`src/rtl/mem_arbiter_pkg.sv`:
```
// Shared constants for the main-memory arbiter: FSM encodings, default memory
// word size and a constant-foldable ceil(log2) helper.
package mem_arbiter_pkg;

  localparam logic [1:0] MA_IDLE = 2'd0;
  localparam logic [1:0] MA_BUSY = 2'd1;
  localparam logic [1:0] MA_RESP = 2'd2;

  localparam int MAIN_MEMORY_READ_SIZE = 32;

  function automatic int clog2(input int value);
    int r;
    r = 0;
    while ((1 << r) < value) r++;
    return r;
  endfunction

endpackage

```
`src/rtl/mem_port_sel.sv`:
```
// Combinational winner select: fixed priority (lowest index) or round-robin
// starting at ptr. Produces a one-hot grant and the matching binary index.
module mem_port_sel #(
  parameter int NUM_PORTS = 2,
  parameter int RR_MODE   = 0,
  parameter int PTR_W     = 1
) (
  input  logic [NUM_PORTS-1:0] req,
  input  logic [PTR_W-1:0]     ptr,
  output logic [NUM_PORTS-1:0] grant,
  output logic [PTR_W-1:0]     index
);

  logic             found;
  logic [PTR_W-1:0] cand;

  // NOTE: every always_comb output gets a default first so no latch is inferred.
  always_comb begin
    grant = '0;
    index = '0;
    found = 1'b0;
    cand  = '0;
    for (int i = 0; i < NUM_PORTS; i++) begin
      cand = (RR_MODE != 0) ? PTR_W'((int'(ptr) + i) % NUM_PORTS) : PTR_W'(i);
      if (!found && req[cand]) begin
        found       = 1'b1;
        grant[cand] = 1'b1;
        index       = cand;
      end
    end
  end

endmodule

```
`src/rtl/mem_arbiter.sv`:
```
// Registered request/response arbiter between NUM_PORTS requesters and one
// main-memory port, with a BUSY timeout that recovers from a stalled memory.
module mem_arbiter
  import mem_arbiter_pkg::*;
#(
  parameter int NUM_PORTS = 2,
  parameter int ADDR_W    = 32,
  parameter int DATA_W    = MAIN_MEMORY_READ_SIZE,
  parameter int RR_MODE   = 0,
  parameter int TIMEOUT   = 255
) (
  input  logic                        clk,
  input  logic                        rst,
  input  logic [NUM_PORTS-1:0]        req,
  input  logic [NUM_PORTS-1:0]        req_we,
  input  logic [NUM_PORTS*ADDR_W-1:0] req_addr,
  input  logic [NUM_PORTS*DATA_W-1:0] req_wdata,
  output logic [NUM_PORTS-1:0]        rsp_valid,
  output logic                        rsp_err,
  output logic [DATA_W-1:0]           rsp_rdata,
  output logic [ADDR_W-1:0]           mem_addr,
  output logic [DATA_W-1:0]           mem_wdata,
  output logic                        mem_re,
  output logic                        mem_wr,
  input  logic                        mem_ready,
  input  logic [DATA_W-1:0]           mem_rdata
);

  localparam int PTR_W = (NUM_PORTS > 1) ? clog2(NUM_PORTS) : 1;
  localparam int CNT_W = (TIMEOUT > 0) ? clog2(TIMEOUT + 1) : 1;
  localparam logic [CNT_W-1:0] CNT_LAST = CNT_W'((TIMEOUT > 0) ? TIMEOUT - 1 : 0);

  logic [1:0]           state;
  logic [PTR_W-1:0]     ptr;
  logic [PTR_W-1:0]     sel;
  logic                 sel_we;
  logic [CNT_W-1:0]     count;
  logic [NUM_PORTS-1:0] win_grant;
  logic [PTR_W-1:0]     win_idx;

  mem_port_sel #(
    .NUM_PORTS (NUM_PORTS),
    .RR_MODE   (RR_MODE),
    .PTR_W     (PTR_W)
  ) u_sel (
    .req   (req),
    .ptr   (ptr),
    .grant (win_grant),
    .index (win_idx)
  );

  // NOTE: sequential state is assigned with <= only, so every register samples
  // pre-edge values regardless of statement order.
  always_ff @(posedge clk or posedge rst) begin
    if (rst) begin
      state     <= MA_IDLE;
      ptr       <= '0;
      sel       <= '0;
      sel_we    <= 1'b0;
      count     <= '0;
      rsp_valid <= '0;
      rsp_err   <= 1'b0;
      rsp_rdata <= '0;
      mem_addr  <= '0;
      mem_wdata <= '0;
      mem_re    <= 1'b0;
      mem_wr    <= 1'b0;
    end else begin
      rsp_valid <= '0;
      case (state)
        MA_IDLE: begin
          if (|win_grant) begin
            sel       <= win_idx;
            sel_we    <= req_we[win_idx];
            mem_addr  <= req_addr[win_idx*ADDR_W +: ADDR_W];
            mem_wdata <= req_wdata[win_idx*DATA_W +: DATA_W];
            mem_re    <= ~req_we[win_idx];
            mem_wr    <= req_we[win_idx];
            count     <= '0;
            ptr       <= (win_idx == PTR_W'(NUM_PORTS - 1)) ? '0 : win_idx + 1'b1;
            state     <= MA_BUSY;
          end
        end
        MA_BUSY: begin
          if (mem_ready) begin
            mem_re    <= 1'b0;
            mem_wr    <= 1'b0;
            rsp_rdata <= sel_we ? '0 : mem_rdata;
            rsp_err   <= 1'b0;
            rsp_valid <= NUM_PORTS'(1) << sel;
            state     <= MA_RESP;
          end else if (TIMEOUT != 0 && count == CNT_LAST) begin
            // Abort after TIMEOUT strobe cycles without completion.
            mem_re    <= 1'b0;
            mem_wr    <= 1'b0;
            rsp_rdata <= '0;
            rsp_err   <= 1'b1;
            rsp_valid <= NUM_PORTS'(1) << sel;
            state     <= MA_RESP;
          end else begin
            count <= count + 1'b1;
          end
        end
        MA_RESP: state <= MA_IDLE;
        default: state <= MA_IDLE;
      endcase
    end
  end

endmodule

```
`config.mk`:
```
export PLATFORM = sky130hd
export DESIGN_NAME = mem_arbiter
export DESIGN_NICKNAME = d
export VERILOG_FILES = /design/src/rtl/mem_arbiter_pkg.sv /design/src/rtl/mem_port_sel.sv /design/src/rtl/mem_arbiter.sv
export SDC_FILE = /design/constraint.sdc
export NUM_CORES = 1
export LEC_CHECK = 0
export CAP_MARGIN = 20
export CORE_MARGIN = 2
export CORE_UTILIZATION = 40
export CTS_CLUSTER_DIAMETER = 80
export DETAILED_ROUTE_END_ITERATION = 12
export GPL_TIMING_DRIVEN = 0
export PLACE_DENSITY_LB_ADDON = 0.3
export SLEW_MARGIN = 20
export SYNTH_ARGS = -nofsm -noshare
export SYNTH_HDL_FRONTEND = slang
export SYNTH_SLANG_ARGS = --single-unit
```
`constraint.sdc`:
```
create_clock -name clk -period 5.35 [get_ports clk]
set_clock_uncertainty 0.2 [all_clocks]
set_input_delay 1.07 -clock clk [delete_from_list [all_inputs] [get_ports clk]]
set_output_delay 1.07 -clock clk [all_outputs]
set_load 0.01 [all_outputs]
```
==> flow_metrics.env, run 1 <==
export IMPL_status="completed"
export IMPL_drive_gt1_frac=0.0752
export IMPL_dieArea_um2=14000
export IMPL_place_gp_congestion=0.834
export IMPL_crit_path_max_fanout=2
export IMPL_worst_slew_pin_slew_ps=515
export IMPL_min_period_ps=2640
export IMPL_fin_nets=955
export IMPL_diodes=0
export IMPL_avgSynthCellArea_um2=10.4
export IMPL_vias=4930
export IMPL_ys_seq_area_frac=0.542
export IMPL_first_pass_iters=6
export IMPL_drtIter0Drc=230
export IMPL_gr_total_overflow=0
export IMPL_worst_setup_path_start_kind="flop"
export IMPL_drv_slew=0
export IMPL_via_per_inst=5.08
export IMPL_synth_warnings=0
export IMPL_drc=0
export IMPL_rsz0062_at_grt="false"
export IMPL_areaGrowthSynthToFinish_pct=67.4
export IMPL_ant_nets=0
export IMPL_setup_ws_ps=2710
export IMPL_cts_made_buffers=17
export IMPL_synth_simple_gate_area_frac=0.133
export IMPL_clk_pin_slew_ps=50
export IMPL_synth_top_family_by_area="simple AND/OR/NAND/NOR gates"
export IMPL_placed_area_um2=8120
export IMPL_place_ws_ps=2330
export IMPL_synth_nets=669
export IMPL_grt_pass1_vias=5127
export IMPL_synth_xor_area_frac=0
export IMPL_synth_mux_area_frac=0.132
export IMPL_fill_cells=969
export IMPL_setup_viol=0
export IMPL_period_share=0.494
export IMPL_max_stage_delay_ps=630
export IMPL_crit_path_end_kind="output pin"
export IMPL_crit_type="reg -> out"
export IMPL_total_power_mw=4.48
export IMPL_synth_area_um2=5210
export IMPL_cp_num_buf_inv=1
export IMPL_die_x_um=118
export IMPL_syn_inst=500
export IMPL_power_density_nw_per_um2=514
export IMPL_design_area_um2=8730
export IMPL_routed_wl_um=16400
export IMPL_use_met3=0.0854
export IMPL_drt_wirelength_per_cell_um=16.9
export IMPL_io_pins=268
export IMPL_grt_max_degree=60
export IMPL_post_cts_setup_buffer_count=0
export IMPL_core_area_um2=12700
export IMPL_port_buffers=266
export IMPL_clock_path_buffers=2
export IMPL_synth_compound_area_frac=0.123
export IMPL_cts_max_level=4
export IMPL_initial_utilization=0.411
export IMPL_antenna_found_initial=0
export IMPL_busiest_layer="met2"
export IMPL_max_slew_margin=0.657
export IMPL_hold_viol=0
export IMPL_drv_cap=0
export IMPL_timing_critical_path_cells="clkdlybuf4s50_1"
export IMPL_met1_usage=0.278
export IMPL_crit_family="buffers and inverters"
export IMPL_crit_arrival_ps=1370
export IMPL_leakagePower_nw=3.92
export IMPL_synth_seq_cells=113
export IMPL_grt_pass1_wl_um=26400
export IMPL_rows=41
export IMPL_hold_ws_ps=263
export IMPL_ir_worst_vdd_v=0.000253
export IMPL_cts_sinks=113
export IMPL_hold_path_class="reg -> reg"
export IMPL_use_met2=0.411
export IMPL_max_freq_ghz=0.378
export IMPL_cts_tree="yes"
export IMPL_reg2reg_slack_ps=3460
export IMPL_cpMaxStageDelayCell="clkdlybuf4s50_1"
export IMPL_fp_dieH_um=118
export IMPL_cp_required_ps=4080
export IMPL_synthDistinctLibCells=35
export IMPL_hpwl_um=12600
export IMPL_clk_latency_ps=400
export IMPL_fin_util=0.689
export IMPL_cts_resized_gates=0
export IMPL_grtUsageTotal=0.240
export IMPL_cts_hold_buffers_added=0
export IMPL_synthAdderAreaFrac=0.00480
export IMPL_cts_root_buffer="clkbuf_16"
cell type report:
type	count	area (um2)	share of cell area
Sequential cell	113	2830	0.324
Timing Repair Buffer	267	2690	0.308
Multi-Input combinational cell	315	2050	0.235
Clock buffer	21	470	0.0539
Tap cell	172	215	0.0247
Buffer	37	206	0.0237
Inverter	35	136	0.0156
Clock inverter	10	134	0.0153
per-stage QoR:
stage | instances | setup TNS [ps]
6_report | 970 | 0
5_1_grt | 970 | 0
4_1_cts | 970 | 0
3_5_place_dp | 939 | 0
3_3_place_gp | 938 | -47810
2_1_floorplan | 500 | 0
layer usage:
metal,routed length (um),part of all wire
met1,6190,0.38
met2,8310,0.51
met3,1460,0.089
met4,423,0.026
met5,0,0
cells in the mapped netlist:
cell | n | area (um2)
dfrtp_1 | 113 | 2830
o21ai_1 | 97 | 485
nand2_1 | 74 | 278
mux2i_1 | 65 | 651
inv_1 | 35 | 131
nand4b_1 | 32 | 280
clkbuf_1 | 15 | 56.3
buf_2 | 9 | 45.0
buf_4 | 9 | 67.6
nand3_1 | 8 | 40.0
nor2_1 | 4 | 15.0
o21a_1 | 4 | 30.0
a21oi_1 | 3 | 15.0
a31oi_1 | 3 | 18.8
buf_6 | 3 | 33.8
nor2b_1 | 3 | 18.8
o21ai_0 | 3 | 15.0
a41oi_1 | 2 | 17.5
ha_1 | 2 | 25.0
a2bb2oi_1 | 1 | 8.76
and2_1 | 1 | 6.26
buf_1 | 1 | 3.75
mux2_4 | 1 | 15.0
mux2i_4 | 1 | 22.5
nand2_2 | 1 | 6.26
nand2b_1 | 1 | 6.26
nand4_1 | 1 | 6.26
nand4_2 | 1 | 12.5
nor3b_4 | 1 | 18.8
o21ai_2 | 1 | 8.76
o21ai_4 | 1 | 16.3
o221ai_1 | 1 | 8.76
o22ai_1 | 1 | 6.26
o311ai_0 | 1 | 8.76
or3_1 | 1 | 6.26
report_power, final:
group | leakage [nW] | switching, mW | internal (mW)
combinational | 2.20 | 0.914 | 0.992
clock | 0.295 | 0.380 | 0.763
sequential | 1.43 | 0.214 | 1.22
total | 3.92 | 1.51 | 2.98
kinds of logic (layout without fill, tap and decap cells):
| kind of cell | after synthesis | after routing |
|---|---|---|
| adders and majority gates | 2 | 2 |
| buffers and inverters | 72 | 370 |
| and+or+nand+nor | 128 | 128 |
| DFF | 113 | 113 |
| AOI/OAI and AO/OA | 118 | 118 |
| muxes | 67 | 67 |
final timing paths:
kind,from,cells past startpoint,to
setup / recovery,mem_addr[29],1,mem_addr[29]
hold reg to reg,sel,1,rsp_valid[0]
setup reg to reg,count[0],8,mem_wr
min in group asynchronous,rst,2,mem_addr[16]
hold / removal,sel,1,rsp_valid[0]
max in group asynchronous,rst,3,count[7]
cell usage in the layout, fill, tap and decap left out, types with 4 or more instances in the layout:
cell type and instances:
buf_2 9, buf_4 9, clkbuf_1 16, clkbuf_16 17
clkdlybuf4s50_1 266, clkinv_2 4, dfrtp_1 113, inv_1 34
mux2i_1 65, nand2_1 74, nand3_1 8, nand4b_1 32
nor2_1 4, o21a_1 4, o21ai_1 97
sequential cells by signal (all words and copies together), names as in the netlist:
signal     cells
mem_wr         1
rsp_err        1
rsp_rdata     32
sel            1
mem_wdata     32
count          8
sel_we         1
state          2
mem_re         1
rsp_valid      2
mem_addr      32
(Power assumes the default switching activity.)
==> run 2: changes to the inputs <==
==> constraint.sdc (replaced) <==
create_clock -name clk -period 2.7 [get_ports clk]
set_clock_uncertainty 0.2 [all_clocks]
set_input_delay 0.54 -clock clk [delete_from_list [all_inputs] [get_ports clk]]
set_output_delay 0.54 -clock clk [all_outputs]
set_load 0.01 [all_outputs]
==> flow_metrics.env, run 2 (same netlist as run 1, synthesis figures left out) <==
export IMPL_status="completed"
export IMPL_ir_worst_vdd_v=0.000523
export IMPL_grt_pass1_wl_um=26900
export IMPL_vias=4893
export IMPL_final_cell_mix="266 x clkdlybuf4s50_1, 113 x dfrtp_1, 97 x o21ai_1"
export IMPL_cts_sinks=113
export IMPL_grt_pass1_vias=5260
export IMPL_first_pass_iters=4
export IMPL_hold_ws_ps=235
export IMPL_dieArea_um2=14000
export IMPL_cts_tree="yes"
export IMPL_fin_nets=957
export IMPL_regArea_um2=2830
export IMPL_cp_required_ps=1960
export IMPL_max_stage_delay_ps=620
export IMPL_crit_family="buffers and inverters"
export IMPL_routed_wl_um=16900
export IMPL_rr_startpoint="count[0]"
export IMPL_clock_path_buffers=2
export IMPL_fp_dieH_um=118
export IMPL_worst_slew_pin_slew_ps=619
export IMPL_cts_resized_gates=0
export IMPL_power_density_nw_per_um2=1010
export IMPL_setup_viol=0
export IMPL_setup_tns_ps=0
export IMPL_grt_max_degree=36
export IMPL_crit_type="reg -> out"
export IMPL_rsz0062_at_grt="false"
export IMPL_io_pins=268
export IMPL_drv_slew=0
export IMPL_grtUsageTotal=0.247
export IMPL_diodes=0
export IMPL_cts_made_buffers=17
export IMPL_min_period_ps=2120
export IMPL_max_slew_margin=0.586
export IMPL_cpMaxStageDelayCell="clkdlybuf4s50_1"
export IMPL_hpwl_um=13000
export IMPL_cts_root_buffer="clkbuf_16"
export IMPL_via_per_inst=5.04
export IMPL_layout_commonest_cell="clkdlybuf4s50_1"
export IMPL_clk_latency_ps=400
export IMPL_max_freq_ghz=0.471
export IMPL_hold_end="rsp_rdata[24]"
export IMPL_areaGrowthSynthToFinish_pct=67.6
export IMPL_holdPathStages=3
export IMPL_port_buffers=266
export IMPL_crit_path_max_fanout=2
export IMPL_cp_num_buf_inv=1
export IMPL_crit_arrival_ps=1380
export IMPL_initial_utilization=0.411
export IMPL_place_ws_ps=181
export IMPL_reg2reg_slack_ps=810
export IMPL_drc=0
export IMPL_clk_pin_slew_ps=50
export IMPL_design_area_um2=8740
export IMPL_drv_cap=0
export IMPL_drtIter0Drc=180
export IMPL_worst_r2r_endpoint="rsp_rdata[6]"
export IMPL_die_x_um=118
export IMPL_crit_path_end_kind="output pin"
export IMPL_post_cts_setup_buffer_count=0
export IMPL_multi_input_area_um2=2050
export IMPL_place_gp_congestion=0.845
export IMPL_fill_cells=981
export IMPL_rows=41
export IMPL_core_area_um2=12700
export IMPL_period_share=0.786
export IMPL_placed_area_um2=8160
export IMPL_hold_viol=0
export IMPL_worstHoldStart="mem_ready"
export IMPL_worstRegToRegCells=8
export IMPL_cts_max_level=4
export IMPL_reg_top3="mem_addr (32), mem_wdata (32), rsp_rdata (32)"
export IMPL_ant_nets=0
export IMPL_antenna_found_initial=0
export IMPL_drt_wirelength_per_cell_um=17.4
export IMPL_worst_setup_path_start_kind="flop"
export IMPL_leakagePower_nw=3.94
export IMPL_timing_critical_path_cells="clkdlybuf4s50_1"
export IMPL_cts_hold_buffers_added=0
export IMPL_gr_total_overflow=0
export IMPL_hold_path_class="in -> reg"
export IMPL_setup_ws_ps=577
export IMPL_drive_gt1_frac=0.0763
[run 2: cell count changes in the layout (fill, tap and decap cells not counted), sizes merged]
cell and delta:
clkinv -1, clkbuf +4, clkinvlp -1, bufinv -2, inv -1, buf +2
[run 2: per-layer routing]
layer,routed length (um),global-route usage
met5,0,0
met4,250,0.0851
met3,1080,0.0695
met2,9070,0.438
met1,6480,0.286
[run 2: worst max path at each step]
stage	startpoint	slack (ps)	cells after the start	endpoint
floorplan	rst	590	1	count[0]
global placement	rst	-450	2	mem_wdata[4]
detailed placement	req[0]	180	6	mem_addr[17]
CTS	mem_addr[28]	570	1	mem_addr[28]
global route	req[0]	500	5	mem_addr[28]
finish	mem_addr[28]	580	1	mem_addr[28]
[run 2: layout make-up]
cell class,count,area share
tap,172,0.0246
buffer,37,0.0236
clock inverter,5,0.00573
multi-input combinational,315,0.234
inverter,35,0.0155
sequential,113,0.324
clock buffer,25,0.0601
timing repair buffer,269,0.312
[run 2: where the power goes]
group	internal (mW)	switching [mW]
sequential	2.42	0.427
clock	1.42	0.713
combinational	1.97	1.84
[run 2: stage by stage]
stage / cells / total power, mW / util
2_1_floorplan: 500 / 4.49 / -
3_5_place_dp: 941 / 6.67 / 0.644
3_3_place_gp: 938 / 6.54 / 0.639
5_1_grt: 971 / 9.32 / 0.690
6_report: 971 / 8.79 / 0.690
4_1_cts: 971 / 8.86 / 0.690
